File: config.mk
export PLATFORM = sky130hd
export DESIGN_NAME = gfx_burst_arbiter
export DESIGN_NICKNAME = d
export VERILOG_FILES = /design/src/rtl/gfx_burst_arbiter.sv
export SDC_FILE = /design/constraint.sdc
export NUM_CORES = 1
export LEC_CHECK = 0
export CORE_AREA = 2 2 103 105
export CTS_CLUSTER_SIZE = 28
export DETAILED_ROUTE_END_ITERATION = 10
export DIE_AREA = 0 0 105 107
export PLACE_DENSITY = 0.67
export SLEW_MARGIN = 20
export SYNTH_ARGS = -nofsm -noshare
export SYNTH_HDL_FRONTEND = slang
export SYNTH_SLANG_ARGS = --single-unit
File: constraint.sdc
create_clock -name clk -period 5.3 [get_ports clk]
set_clock_uncertainty 0.05 [all_clocks]
set_input_delay 1.06 -clock clk [delete_from_list [all_inputs] [get_ports clk]]
set_output_delay 1.06 -clock clk [all_outputs]
set_load 0.02 [all_outputs]
File: src/rtl/gfx_burst_arbiter.sv
// gfx_burst_arbiter: round-robin owner of the SDRAM write-burst port, holding each grant until the owner pulses done.
module gfx_burst_arbiter #(
   parameter int NUM_REQ    = 4,
   parameter int BURST_BITS = 10,
   parameter int ADDR_BITS  = 22,
   parameter int IDX_BITS   = 2
) (
   input  logic                            clk,
   input  logic                            rst_n,
   input  logic [NUM_REQ-1:0]              req_burst_req,
   input  logic [NUM_REQ*BURST_BITS-1:0]   req_burst_len,
   input  logic [NUM_REQ*ADDR_BITS-1:0]    req_addr,
   input  logic [NUM_REQ*16-1:0]           req_rgb,
   input  logic [NUM_REQ-1:0]              req_done,
   output logic [NUM_REQ-1:0]              req_data_req,
   output logic [NUM_REQ-1:0]              req_data_finish,
   output logic                            write_burst_req,
   output logic [BURST_BITS-1:0]           write_burst_len,
   output logic [ADDR_BITS-1:0]            addr,
   output logic [15:0]                     rgb,
   input  logic                            write_burst_data_req,
   input  logic                            write_burst_data_finish,
   output logic [NUM_REQ-1:0]              grant,
   output logic [IDX_BITS-1:0]             grant_id,
   output logic                            busy
);
   typedef enum logic [1:0] {IDLE, GRANT, RELEASE} state_t;
   state_t                state;
   logic [IDX_BITS-1:0]   last_ptr, next_id, cand;
   logic                  found, burst_active, seen_data, in_grant;
   logic [BURST_BITS-1:0] len_a  [NUM_REQ];
   logic [ADDR_BITS-1:0]  addr_a [NUM_REQ];
   logic [15:0]           rgb_a  [NUM_REQ];

   for (genvar i = 0; i < NUM_REQ; i++) begin : g_slice
      assign len_a[i]  = req_burst_len[i*BURST_BITS +: BURST_BITS];
      assign addr_a[i] = req_addr[i*ADDR_BITS +: ADDR_BITS];
      assign rgb_a[i]  = req_rgb[i*16 +: 16];
   end

   // scan starts just after the previous owner and wraps at NUM_REQ
   always_comb begin
      next_id = '0;
      found   = 1'b0;
      cand    = last_ptr;
      for (int k = 0; k < NUM_REQ; k++) begin
         cand = (cand == IDX_BITS'(NUM_REQ-1)) ? '0 : cand + 1'b1;
         if (!found && req_burst_req[cand]) begin
            next_id = cand;
            found   = 1'b1;
         end
      end
   end

   assign in_grant        = (state == GRANT);
   assign write_burst_req = in_grant && req_burst_req[grant_id];
   assign write_burst_len = len_a[grant_id];
   assign addr            = addr_a[grant_id];
   assign rgb             = rgb_a[grant_id];
   assign req_data_req    = (in_grant && write_burst_data_req) ? grant : '0;
   assign req_data_finish = (in_grant && write_burst_data_finish) ? grant : '0;

   always_ff @(posedge clk or negedge rst_n) begin
      if (!rst_n) begin
         state        <= IDLE;
         grant        <= '0;
         grant_id     <= '0;
         busy         <= 1'b0;
         last_ptr     <= IDX_BITS'(NUM_REQ-1);
         burst_active <= 1'b0;
         seen_data    <= 1'b0;
      end else begin
         unique case (state)
            IDLE: if (found) begin
               grant    <= NUM_REQ'(1) << next_id;
               grant_id <= next_id;
               busy     <= 1'b1;
               state    <= GRANT;
            end
            GRANT: begin
               if (write_burst_data_req) seen_data <= 1'b1;
               burst_active <= !write_burst_data_finish && (burst_active || write_burst_data_req);
               // a request drop only counts as abandon before the first data beat
               if (req_done[grant_id] || (!req_burst_req[grant_id] && !seen_data)) begin
                  state    <= RELEASE;
                  grant    <= '0;
                  last_ptr <= grant_id;
               end
            end
            RELEASE: begin
               burst_active <= 1'b0;
               seen_data    <= 1'b0;
               busy         <= 1'b0;
               state        <= IDLE;
            end
            default: state <= IDLE;
         endcase
      end
   end
endmodule

==> metrics.yaml <==
clocking:
  numCtsBuffers: 3
  cts_tree: "built"
  numClockSinks: 12
  post_cts_resized: 0
  clockRootBuffer: "clkbuf_8"
  cts_setup_buffers: 0
  clkLatencyLatePin_ns: 0.24
  clk_pin_slew_ns: 0.05
  cts_htree_levels: 1
  cts_hold_buf: 0
  cts_buffer_depth: 2
sta:
  fin_crit_sh_pct: 77.6
  hold-worst-slack_ns: 0.481
  final-max-slew-violation-count: 0
  rsz0062_at_grt: "no"
  finalSetupViolCount: 0
  slew_headroom_pct: 30.8
  hold_viol: 0
  tns_ns: 0
  worst_pin_slew_ns: 1.02
  period_minus_slack_ns: 4.11
  fmax_ghz: 0.243
synthesis:
  synth.distinct_cells: 41
  ys_ff_latch: 12
  synthAdderAreaFrac_pct: 0.606
  synth_area_sq_um: 2070
  yosys.area.top_type_share_pct: 55.6
  synthArstFlopShare_pct: 100
  yosysSeqAreaShare_pct: 14.7
  synth_compound_area_share_pct: 9.99
  yosys.area_share.simple_pct: 13.0
  synth.area.mux_share_pct: 56.6
  synthTopCellsByArea: "mux4_2, dfrtp_1, and3_1, buf_2, dfstp_2"
  synth_top_family_by_area: "multiplexers"
  synth_xor_area_share_pct: 0.424
  ys.flop_type: "dfrtp_1"
  yosysTopAreaCell: "mux4_2"
  syn_avg_cell_area_sq_um: 12.5
  synth_edf_count: 0
  ys_warn_count: 0
  syn-num-nets: 370
  postSynthCellCount: 165
global_route:
  grt_max_degree: 54
  grt_pass1_wl_mm: 17.6
  grt_usage_pct: 20.6
  globalRoute.totalOverflow: 0
  antenna_found_initial: 3
  grt_pass1_vias: 2745
job:
  drv_cap: 0
drt:
  wl_mm: 12.0
  dr_wl_met2_mm: 6.02
  vias_per_cell: 4.88
  drc: 0
  drt_iter0_drc: 137
  vias: 2713
  avgRoutedWirePerCell_microns: 21.7
  wl_met3_mm: 1.36
  detail-route-antenna-nets: 0
  wl_met1_mm: 4.41
  top_layer_used: "met5"
  dr.pass1.iters: 5
finish:
  drive_gt1_share_pct: 15.3
  final_util_pct: 48.5
  syn2layout_area_growth_pct: 137
  stdcell_count: 556
  mostFrequentLayoutCell: "clkdlybuf4s50_1"
  fin_nets: 625
  design_area_sq_um: 4900
  final_cell_mix: "clkdlybuf4s50_1, mux4_2, and3_1"
floorplanning:
  coreArea_sq_um: 10100
  rows: 37
  io_pins: 268
  die_w_microns: 105
  die-area_sq_um: 11200
  initial_core_util_pct: 20.5
  die_h_microns: 107
placement:
  dpl_cell_area_sq_um: 4840
  gp_congestion: 0.921
  portBuffers: 267
  hpwl_mm: 10.3
  place_inst: 551
setup_path:
  crit_type: "in2out"
  rrSetupSlack_ns: 2.42
  end_kind: "primary output"
  critPathRequiredTime_ns: 4.19
  cp_data_arrival_time_ns: 3.00
  crit_fanout: 13
  start_kind: "primary input"
min_path:
  hold_class: "reg2reg"
status:
  status: "complete, no violations"
power_and_ir_drop:
  p_leak_nw: 1.76
  ir_worst_vdd_uv: 292
  powerDensity_nw_per_um2: 419
area by class of cell:
class | instances | area, sq um
Antenna cell | 1 | 2.50
Inverter | 4 | 15.0
Sequential cell | 12 | 308
Fill cell | 927 | 5190
Clock buffer | 4 | 55.1
Multi-Input combinational cell | 131 | 1670
Tap cell | 136 | 170
Timing Repair Buffer | 268 | 2680
where the power goes:
group / switching (mW) / internal, mW
Clock: 0.0345 / 0.0657
Combinational: 0.690 / 0.948
Sequential: 0.177 / 0.137
Total: 0.902 / 1.15
layer usage:
| metal | GRT usage [%] | vias to the layer above |
|---|---|---|
| li1 | - | 1212 |
| met1 | 24.8 | 1358 |
| met2 | 35.2 | 120 |
| met3 | 7.54 | 19 |
| met4 | 4.38 | 4 |
| met5 | 0 | - |
cell usage after synthesis, drive strengths merged (3+ instances only):
cell type and instances:
mux4 51, a21oi 4, and3 10, nand2 9, nand2b 8, dfrtp 10, nor3 3, o2bb2ai 3
nor2 10, buf 12, o21ai 5, clkbuf 6, inv 4
per-stage QoR:
step,setup slack [ns],power (mW)
detailed placement,1.20,1.97
CTS,1.19,2.07
global route,1.11,2.18
floorplan,2.42,1.25
global placement,1.22,1.96
finish,1.19,2.05
worst max-delay path, stage by stage:
cell and delay [ns]:
clkdlybuf4s50_1 0.62, mux4_2 0.57, and3_1 0.20, clkdlybuf4s50_1 0.55
sequential cells by signal (all words and copies together), names as in the netlist:
signal,count
grant,4
grant_id,2
busy,1
state,2
last_ptr,2
seen_data,1
cells by family after synthesis:
group | Yosys count
AOI/OAI and AO/OA | 28
xor gates and xnor gates | 1
buffers and inverters | 22
muxes | 53
adders and majority gates | 1
and+or+nand+nor | 48
DFF | 12
path summary, 6_finish.rpt:
check | start | endpoint | depth (start not counted)
max | req_burst_req[0] | write_burst_req | 4
min | seen_data | seen_data | 1
max reg2reg | last_ptr[0] | grant[1] | 6
min reg2reg | seen_data | seen_data | 1
max in group asynchronous | rst_n | grant_id[0] | 1
min in group asynchronous | rst_n | seen_data | 1
No activity file was read; power rests on OpenSTA's default activity.
